--- src/rtl/lm_sm_sequencer.sv ---
// Memory-stage LM/SM sequencer: moves one register per cycle between data_memory and the
// register file, walking reg_mask from R0 upward. Optional feature macro: LMSM_BASE_WB_EN.
module lm_sm_sequencer #(
  parameter int ADDR_W = 16,
  parameter int NREG   = 8
) (
  input  logic              clk,
  input  logic              rst_n,
  input  logic              start,
  input  logic              is_store,
  input  logic [ADDR_W-1:0] base_addr,
  input  logic [NREG-1:0]   reg_mask,
  input  logic [2:0]        base_reg,
  output logic [ADDR_W-1:0] mem_access_addr,
  output logic [ADDR_W-1:0] mem_write_data,
  output logic              mem_write_en,
  output logic              mem_read,
  input  logic [ADDR_W-1:0] mem_read_data,
  output logic [2:0]        rf_rd_addr,
  input  logic [ADDR_W-1:0] rf_rd_data,
  output logic              rf_wr_en,
  output logic [2:0]        rf_wr_addr,
  output logic [ADDR_W-1:0] rf_wr_data,
  output logic              stall,
  output logic              busy,
  output logic              done
);

  typedef enum logic [1:0] {
    IDLE = 2'd0,
    RUN  = 2'd1,
    DONE = 2'd2
  } state_e;

  state_e            state_q, state_d;
  logic [NREG-1:0]   rem_mask_q, rem_mask_d;
  logic [ADDR_W-1:0] cur_addr_q, cur_addr_d;
  logic              is_store_q, is_store_d;
  logic              busy_q, done_q;

  logic [2:0]        idx;
  logic [NREG-1:0]   idx_onehot;

  // Lowest set bit of the remaining mask selects the register served this cycle.
  assign idx_onehot = rem_mask_q & (~rem_mask_q + NREG'(1));

  always_comb begin
    idx = '0;
    for (int i = NREG - 1; i >= 0; i--) begin
      if (rem_mask_q[i]) idx = i[2:0];
    end
  end

  always_comb begin
    state_d    = state_q;
    rem_mask_d = rem_mask_q;
    cur_addr_d = cur_addr_q;
    is_store_d = is_store_q;
    unique case (state_q)
      IDLE: begin
        if (start) begin
          is_store_d = is_store;
          cur_addr_d = base_addr;
          rem_mask_d = reg_mask;
          state_d    = (reg_mask == '0) ? DONE : RUN;
        end
      end
      RUN: begin
        rem_mask_d = rem_mask_q & ~idx_onehot;
        cur_addr_d = cur_addr_q + ADDR_W'(1);
        if (rem_mask_d == '0) state_d = DONE;
      end
      DONE: state_d = IDLE;
      default: state_d = IDLE;
    endcase
  end

  always_ff @(posedge clk or negedge rst_n) begin
    if (!rst_n) begin
      state_q    <= IDLE;
      rem_mask_q <= '0;
      cur_addr_q <= '0;
      is_store_q <= 1'b0;
      busy_q     <= 1'b0;
      done_q     <= 1'b0;
    end else begin
      state_q    <= state_d;
      rem_mask_q <= rem_mask_d;
      cur_addr_q <= cur_addr_d;
      is_store_q <= is_store_d;
      busy_q     <= (state_d != IDLE);
      done_q     <= (state_d == DONE);
    end
  end

  assign busy = busy_q;
  assign done = done_q;

  // Stall in IDLE follows start directly so the instruction is held during its accept cycle;
  // it is gated by rst_n so every output reads 0 while reset is asserted.
  always_comb begin
    mem_access_addr = '0;
    mem_write_data  = '0;
    mem_write_en    = 1'b0;
    mem_read        = 1'b0;
    rf_rd_addr      = '0;
    rf_wr_en        = 1'b0;
    rf_wr_addr      = '0;
    rf_wr_data      = '0;
    stall           = 1'b0;
    unique case (state_q)
      IDLE: stall = start & rst_n;
      RUN: begin
        stall           = 1'b1;
        mem_access_addr = cur_addr_q;
        if (is_store_q) begin
          rf_rd_addr     = idx;
          mem_write_data = rf_rd_data;
          mem_write_en   = 1'b1;
        end else begin
          mem_read   = 1'b1;
          rf_wr_en   = 1'b1;
          rf_wr_addr = idx;
          rf_wr_data = mem_read_data;
        end
      end
      DONE: begin
        stall = 1'b1;
`ifdef LMSM_BASE_WB_EN
        rf_wr_en   = 1'b1;
        rf_wr_addr = base_reg;
        rf_wr_data = cur_addr_q;
`endif
      end
      default: stall = 1'b0;
    endcase
  end

`ifndef LMSM_BASE_WB_EN
  logic [2:0] unused_base_reg;
  assign unused_base_reg = base_reg;
`endif

endmodule

--- config.mk ---
export PLATFORM = sky130hd
export DESIGN_NAME = lm_sm_sequencer
export DESIGN_NICKNAME = d
export VERILOG_FILES = /design/src/rtl/lm_sm_sequencer.sv
export SDC_FILE = /design/constraint.sdc
export NUM_CORES = 1
export LEC_CHECK = 0
export ABC_AREA = 1
export CORE_AREA = 2 2 84 86
export CTS_BUF_LIST = sky130_fd_sc_hd__clkbuf_8
export DETAILED_ROUTE_END_ITERATION = 16
export DIE_AREA = 0 0 86 88
export PLACE_DENSITY = 0.72
export SLEW_MARGIN = 0
export SYNTH_ARGS = -nofsm -noshare
export SYNTH_HDL_FRONTEND = slang
export SYNTH_SLANG_ARGS = --single-unit
--- constraint.sdc ---
create_clock -name clk -period 3.7 [get_ports clk]
set_input_delay 0.37 -clock clk [delete_from_list [all_inputs] [get_ports clk]]
set_output_delay 0.37 -clock clk [all_outputs]
set_load 0.01 [all_outputs]
==> results of run 1 <==
==> cell usage in the layout, fill, tap and decap left out <==
cell and n:
a21oi_1 22, a21oi_2 1, a22oi_1 1, a31oi_1 3, a32oi_1 1, buf_4 3
clkbuf_8 7, clkdlybuf4s50_1 119, clkinv_2 1, dfrtp_1 29, ha_1 4, inv_1 74
inv_2 3, nand2_1 86, nand2_2 2, nand3_1 16, nand3_2 2, nand4_1 2
nor2_1 61, nor2_2 2, nor2_4 3, nor3_1 3, nor3_2 2, o211ai_1 4
o21ai_0 21, o21ai_1 4, o21ai_4 1, o22ai_1 2, o31ai_1 1, or2_2 1
xnor2_1 2
==> logic make-up (layout without fill, tap and decap cells) <==
| kind of cell | after synthesis | count (layout) | synth area share, % |
|---|---|---|---|
| AO/OA/AOI/OAI | 61 | 61 | 15.2 |
| XOR/XNOR | 2 | 2 | 0.772 |
| adder cells (fa/ha/maj) | 4 | 4 | 2.21 |
| buffers and inverters | 92 | 207 | 16.1 |
| flip-flops | 29 | 29 | 32.0 |
| AND/OR/NAND/NOR | 180 | 180 | 33.7 |
==> through the flow <==
stage	util, %	setup slack (ns)	instances	instance area [um2]
detailed placement	52.8	1.34	555	3510
global route	54.3	0.974	563	3610
global placement	52.8	1.38	555	3510
CTS	54.3	1.14	563	3610
floorplan	-	1.78	368	2270
finish	54.3	1.16	563	3610
==> layer usage <==
layer | share of wire (%) | global-route usage (%) | routed length, um
met1 | 43 | 22.0 | 2940
met3 | 8.3 | 4.15 | 562
met2 | 47 | 33.3 | 3220
met5 | 0 | 0 | 0
met4 | 1.3 | 5.92 | 91
==> registers in the layout, indices dropped and copies added, names as in the netlist <==
register and count:
state_q 2, busy 1, rem_mask_q 8, is_store_q 1, done 1, cur_addr_q 16
==> how the worst min path moves through the flow <==
stage,start,end,slack (ns),cells after the start
after floorplan,rst_n,busy,0.07,0
after global placement,cur_addr_q[14],cur_addr_q[14],0.48,2
after detailed placement,cur_addr_q[14],cur_addr_q[14],0.50,2
after CTS,cur_addr_q[14],cur_addr_q[14],0.52,2
after global routing,is_store_q,is_store_q,0.55,2
final,cur_addr_q[14],cur_addr_q[14],0.52,2
==> power by group through the flow <==
stage | Clock (mW) | Combinational (mW) | Sequential [mW]
after floorplan | 0 | 1.02 | 0.613
after global placement | 0 | 1.60 | 0.637
after detailed placement | 0 | 1.62 | 0.644
after CTS | 0.306 | 1.63 | 0.641
after global routing | 0.314 | 1.83 | 0.663
final | 0.300 | 1.62 | 0.642
==> cell type report <==
cell class	instances	area, um2
Fill cell	663	3040
Timing Repair Buffer	122	1210
Multi-Input combinational cell	247	1180
Sequential cell	29	726
Inverter	77	289
Tap cell	80	100
Clock buffer	7	96.3
Clock inverter	1	5.00
==> cell usage after synthesis (2+ instances only) <==
library cell	n	share of area (%)
ha_1	4	2.2
xnor2_1	2	0.77
o21ai_0	21	4.6
a21oi_1	22	4.9
dfrtp_1	29	32
nand2_2	2	0.55
nor2_4	3	1.5
nor2_2	2	0.55
o211ai_1	4	1.3
buf_4	3	0.99
nand4_1	2	0.55
nor3_1	3	0.66
clkbuf_1	4	0.66
nand3_1	16	3.5
o22ai_1	2	0.55
inv_2	3	0.50
nand3_2	2	0.88
nor3_2	2	0.88
a31oi_1	3	0.83
o21ai_1	4	0.88
inv_1	74	12
nor2_1	61	10
nand2_1	86	14
buf_2	7	1.5
==> critical path, delay by kind of cell, from the launching register on <==
family | cells | cell delay (ns)
and+or+nand+nor | 2 | 0.36
buffers and inverters | 4 | 0.91
DFF | 1 | 0.41
adders and majority gates | 1 | 0.21
==> out/qor.csv, run 1 <==
stage;metric;value;unit
critical_path;worst r2r path cells;8;
critical_path;CP endpoint;rf_wr_data[5];
critical_path;RR Startpoint;state_q[1];
sta;Hold WS;0.515;ns
clock_network;hold buffer count at cts;0;
clock_network;setup bufs post-CTS;0;
clock_network;Root Driver;clkbuf_8;
die;total core area;6640;um2
critical_path;worst endpoint data arrival time;2.17;ns
run_status;status;complete, no violations;
sta;worst slew pin tran;0.677;ns
routing;Iter 0 DRT Violations;164;
die;Starting Density;34.1;%
sta;Final Cycle Share;68.6;%
logic_synthesis;Post-Syn Nets;435;
pwr;total power;2.56;mW
routing;average wire per standard cell;12.1;um
pwr;internal power;1.35;mW
sta;Min Clock Period, post-route;2.54;ns
routing;DRC viols;0;
critical_path;r2r setup slk;1.32;ns
critical_path;Max Fanout on Critical Path;19;
logic_synthesis;Synth cell types;31;
clock_network;clock sinks;29;
pwr;switching part of the total power;47.1;%
logic_synthesis;Synth Area per Inst;6.16;um2
clock_network;H-tree Lvls;2;
routing;final WL;6810;um
die;Die W;86;um
cells_and_area;P&R area growth vs syn;59.0;%
critical_path;Slowest cell on crit path;clkdlybuf4s50_1;
pwr;VDD IR-drop max;0.366;mV
pwr;Psw;1.21;mW
die;Rows;30;
routing;Initial DRT Pass Iterations;4;
critical_path;CP max stage delay;0.56;ns
pwr;pwr dens;710;nW/um2
routing;via/cell ratio;4.66;
grt;initial antenna violation count;0;
cells_and_area;nets;549;
place;dpl hpwl;5150;um
clock_network;CTS tree;yes;
sta;clock skew;0.00591;ns
clock_network;CTS Buffer Depth;2;
pwr;Comb power frac;63.2;%
critical_path;crit end category;output pin;
pwr;Sequential Power Share;25.1;%
logic_synthesis;Ys Warns;0;
critical_path;Crit. Startpoint;state_q[1];
critical_path;Crit Path Class;reg -> out;
die;chip height;88;um
logic_synthesis;synthesized flop and latch total;29;
sta;max-slew violations;0;
logic_synthesis;Post-Syn Area;2270;um2
die;die area;7570;um2
critical_path;Worst setup SP type;flop;
clock_network;Clk pin slew, worst setup/hold paths;0.07;ns
clock_network;post-cts sizing count;0;
pwr;clock share of power;11.7;%
sta;# setup viols final;0;
die;IO Pins;123;
place;GP Congestion;0.835;
sta;f_max;0.394;GHz
run;max_cap viols;0;
routing;via count;2621;
sta;slew margin rel.;54.7;%
cells_and_area;fraction of layout cells with a size suffix above 1;5.80;%
logic_synthesis;Post-synth ARST share;100;%
critical_path;Req. time, crit path;3.33;ns
sta;Fin. Hold Viols;0;
grt;vias in the first global route;2497;
grt;Total GRT Usage;18.6;%
sta;RSZ-0062 raised after global routing;no;
grt;largest net degree at the start of global routing;34;
grt;first-pass GRT wire length;11300;um
logic_synthesis;EDFF count, synth;0;
clock_network;worst-skew pair later-pin latency;0.28;ns
logic_synthesis;Primary FF master, synth;dfrtp_1;
cells_and_area;antenna cells;0;
clock_network;Num CTS Buffers;5;
pwr;LEAKAGE;1.80;nW
logic_synthesis;sequential share of the synthesized area;32.0;%
grt;aggregate global routing overflow;0;
place;IO buf count;119;
min_path;Hold Path Class;reg -> reg;
sta;setup total negative slack;0;ns
routing;post-route ant nets;0;
critical_path;Worst R2R End;cur_addr_q[8];
logic_synthesis;Syn Inst Count;368;
critical_path;worst-path cell chain;inv_1 > ha_1 > inv_2 > nor2_1 > inv_2 > nor2_1 > clkdlybuf4s50_1;
Note: power is estimated with default switching activity, not from simulation.
==> run 2: changes to the inputs <==
==> constraint.sdc (replaced) <==
create_clock -name clk -period 2.45 [get_ports clk]
set_input_delay 0.245 -clock clk [delete_from_list [all_inputs] [get_ports clk]]
set_output_delay 0.245 -clock clk [all_outputs]
set_load 0.01 [all_outputs]
==> run 2 against run 1 <==
Against the previous run:
- clock power grew 50%
- first-iteration DRC count shrank 27%
- non-clock buffer count grew 1
- sequential cell count is the same
- wire length shrank 0.48%
- sequential power grew 51%
- critical path depth is the same
- global-route usage shrank 0.17 points
- combinational power grew 54%
- largest cell class unchanged
==> out/qor.csv, run 2 (synthesized netlist as in run 1, its figures left out) <==
stage;metric;value;unit
place;GP Congestion;0.785;
critical_path;Worst setup SP type;flop;
critical_path;Req. time, crit path;2.20;ns
grt;initial antenna violation count;0;
clock_network;Num CTS Buffers;5;
critical_path;worst r2r path cells;9;
pwr;clock share of power;11.5;%
critical_path;crit end category;output pin;
critical_path;Crit Path Class;reg -> out;
routing;final WL;6780;um
critical_path;RR Startpoint;state_q[1];
cells_and_area;biggest regs;cur_addr_q: 16 flops, rem_mask_q: 8 flops, state_q: 2 flops;
clock_network;setup bufs post-CTS;0;
grt;aggregate global routing overflow;0;
clock_network;CTS tree;yes;
grt;Total GRT Usage;18.4;%
sta;RSZ-0062 raised after global routing;no;
sta;Fin. Hold Viols;0;
sta;setup total negative slack;0;ns
pwr;pwr dens;1080;nW/um2
sta;Final Cycle Share;95.2;%
run;max_cap viols;0;
clock_network;H-tree Lvls;2;
routing;average wire per standard cell;12.0;um
pwr;internal power;2.08;mW
sta;f_max;0.429;GHz
critical_path;Crit. Startpoint;state_q[1];
sta;worst slew pin tran;0.381;ns
pwr;Comb power frac;63.7;%
place;dpl hpwl;5170;um
sta;slew margin rel.;74.6;%
cells_and_area;final instance area;3640;um2
pwr;Sequential Power Share;24.8;%
routing;DRC viols;0;
routing;Initial DRT Pass Iterations;4;
cells_and_area;max reg flops;16;
pwr;LEAKAGE;1.81;nW
grt;vias in the first global route;2577;
die;IO Pins;123;
cells_and_area;# fillers;679;
clock_network;Clk pin slew, worst setup/hold paths;0.07;ns
pwr;switching part of the total power;46.9;%
clock_network;clock sinks;29;
place;Placed Area;3510;um2
critical_path;worst endpoint data arrival time;2.09;ns
pwr;total power;3.92;mW
pwr;Psw;1.84;mW
grt;largest net degree at the start of global routing;34;
die;Die W;86;um
sta;Min Clock Period, post-route;2.33;ns
place;IO buf count;119;
cells_and_area;nets;550;
grt;first-pass GRT wire length;11300;um
die;chip height;88;um
sta;max-slew violations;0;
sta;Hold WS;0.454;ns
sta;# setup viols final;0;
cells_and_area;Most flops, register;cur_addr_q;
routing;Iter 0 DRT Violations;120;
routing;post-route ant nets;0;
cells_and_area;most common cell after layout, fill and taps aside;clkdlybuf4s50_1;
clock_network;CTS Buffer Depth;2;
place;Placed Cells;556;
critical_path;Max Fanout on Critical Path;4;
clock_network;worst-skew pair later-pin latency;0.28;ns
die;Rows;30;
clock_network;Root Driver;clkbuf_8;
cells_and_area;fraction of layout cells with a size suffix above 1;6.82;%
run_status;status;complete, no violations;
cells_and_area;final std cells w/o fill;564;
routing;via count;2687;
cells_and_area;antenna cells;0;
die;die area;7570;um2
pwr;VDD IR-drop max;0.556;mV
routing;via/cell ratio;4.76;
die;total core area;6640;um2
die;Starting Density;34.1;%
cells_and_area;most frequent cells in the layout;clkdlybuf4s50_1 (119), nand2_1 (85), inv_1 (74);
sta;clock skew;0.00301;ns
cells_and_area;P&R area growth vs syn;60.3;%
min_path;Hold Path Class;in -> async;
-- run 2: cell count changes in the layout (fill, tap and decap cells not counted) --
cell / before / now
ha_1: 4 / 2
ha_2: 0 / 2
buf_6: 0 / 1
inv_2: 3 / 2
inv_4: 0 / 1
nand2_1: 86 / 85
nand2_2: 2 / 3
nor2_1: 61 / 60
nor2_4: 3 / 4
-- run 2: metrics by stage --
stage | utilization, % | worst slack [ns]
5_1_grt | 54.7 | 0.00385
6_report | 54.7 | 0.118
4_1_cts | 54.4 | 0.0282
2_1_floorplan | - | 0.653
3_5_place_dp | 52.9 | 0.320
3_3_place_gp | 52.9 | 0.365
-- run 2: final cells by class --
cell class              instances  area (um2)  area share, %
well taps                      80         100           2.75
inverters                      77         292           8.02
repair buffers                123        1220           33.7
clock buffers                   7        96.3           2.65
multi-input cells             247        1190           32.8
flip-flops and latches         29         726           20.0
clock inverters                 1        5.00          0.138
-- run 2: per-layer routing --
| metal | share of wire (%) | vias up | global-route usage [%] |
|---|---|---|---|
| li1 | - | 1354 | - |
| met1 | 42 | 1213 | 20.0 |
| met2 | 48 | 113 | 35.7 |
| met3 | 9.0 | 7 | 5.37 |
| met4 | 0.83 | 0 | 3.03 |
| met5 | 0 | - | 0 |
-- run 2: path summary, 6_finish.rpt --
path	endpoint	slack [ns]
max	stall	0.12
min	cur_addr_q[12]	0.45
max reg2reg	rem_mask_q[4]	0.41
min reg2reg	cur_addr_q[14]	0.51
max in group asynchronous	cur_addr_q[3]	1.71
min in group clk	cur_addr_q[14]	0.51
-- run 2: timing repair --
item                                    CTS  global route
endpoints found under the setup margin    1            35
hold buffers                              0             0
resized for setup                         1             6
-- run 2: power by group through the flow --
stage / combinational [mW] / clock [mW] / sequential [mW]
global route: 2.82 / 0.474 / 1.01
detailed placement: 2.47 / 0 / 0.969
floorplan: 1.55 / 0 / 0.926
CTS: 2.49 / 0.457 / 0.965
finish: 2.50 / 0.450 / 0.971
global placement: 2.43 / 0 / 0.961
-- run 2: worst max-delay path, stage by stage (launching register included) --
cell and delay [ns]:
dfrtp_1 0.41, inv_1 0.11, ha_2 0.24, nand2_1 0.13
inv_1 0.16, nand2_1 0.07, a21oi_1 0.13, clkdlybuf4s50_1 0.56
==> run 3: changes to the inputs <==
--- a/config.mk
+++ b/config.mk
@@ -6,6 +6,7 @@
 export NUM_CORES = 1
 export LEC_CHECK = 0
 export ABC_AREA = 1
+export CAP_MARGIN = 15
 export CORE_AREA = 2 2 84 86
 export CTS_BUF_LIST = sky130_fd_sc_hd__clkbuf_8
 export DETAILED_ROUTE_END_ITERATION = 16
==> results of run 3 <==
The final DEF is identical to that of run 2; final timing and power are the same.
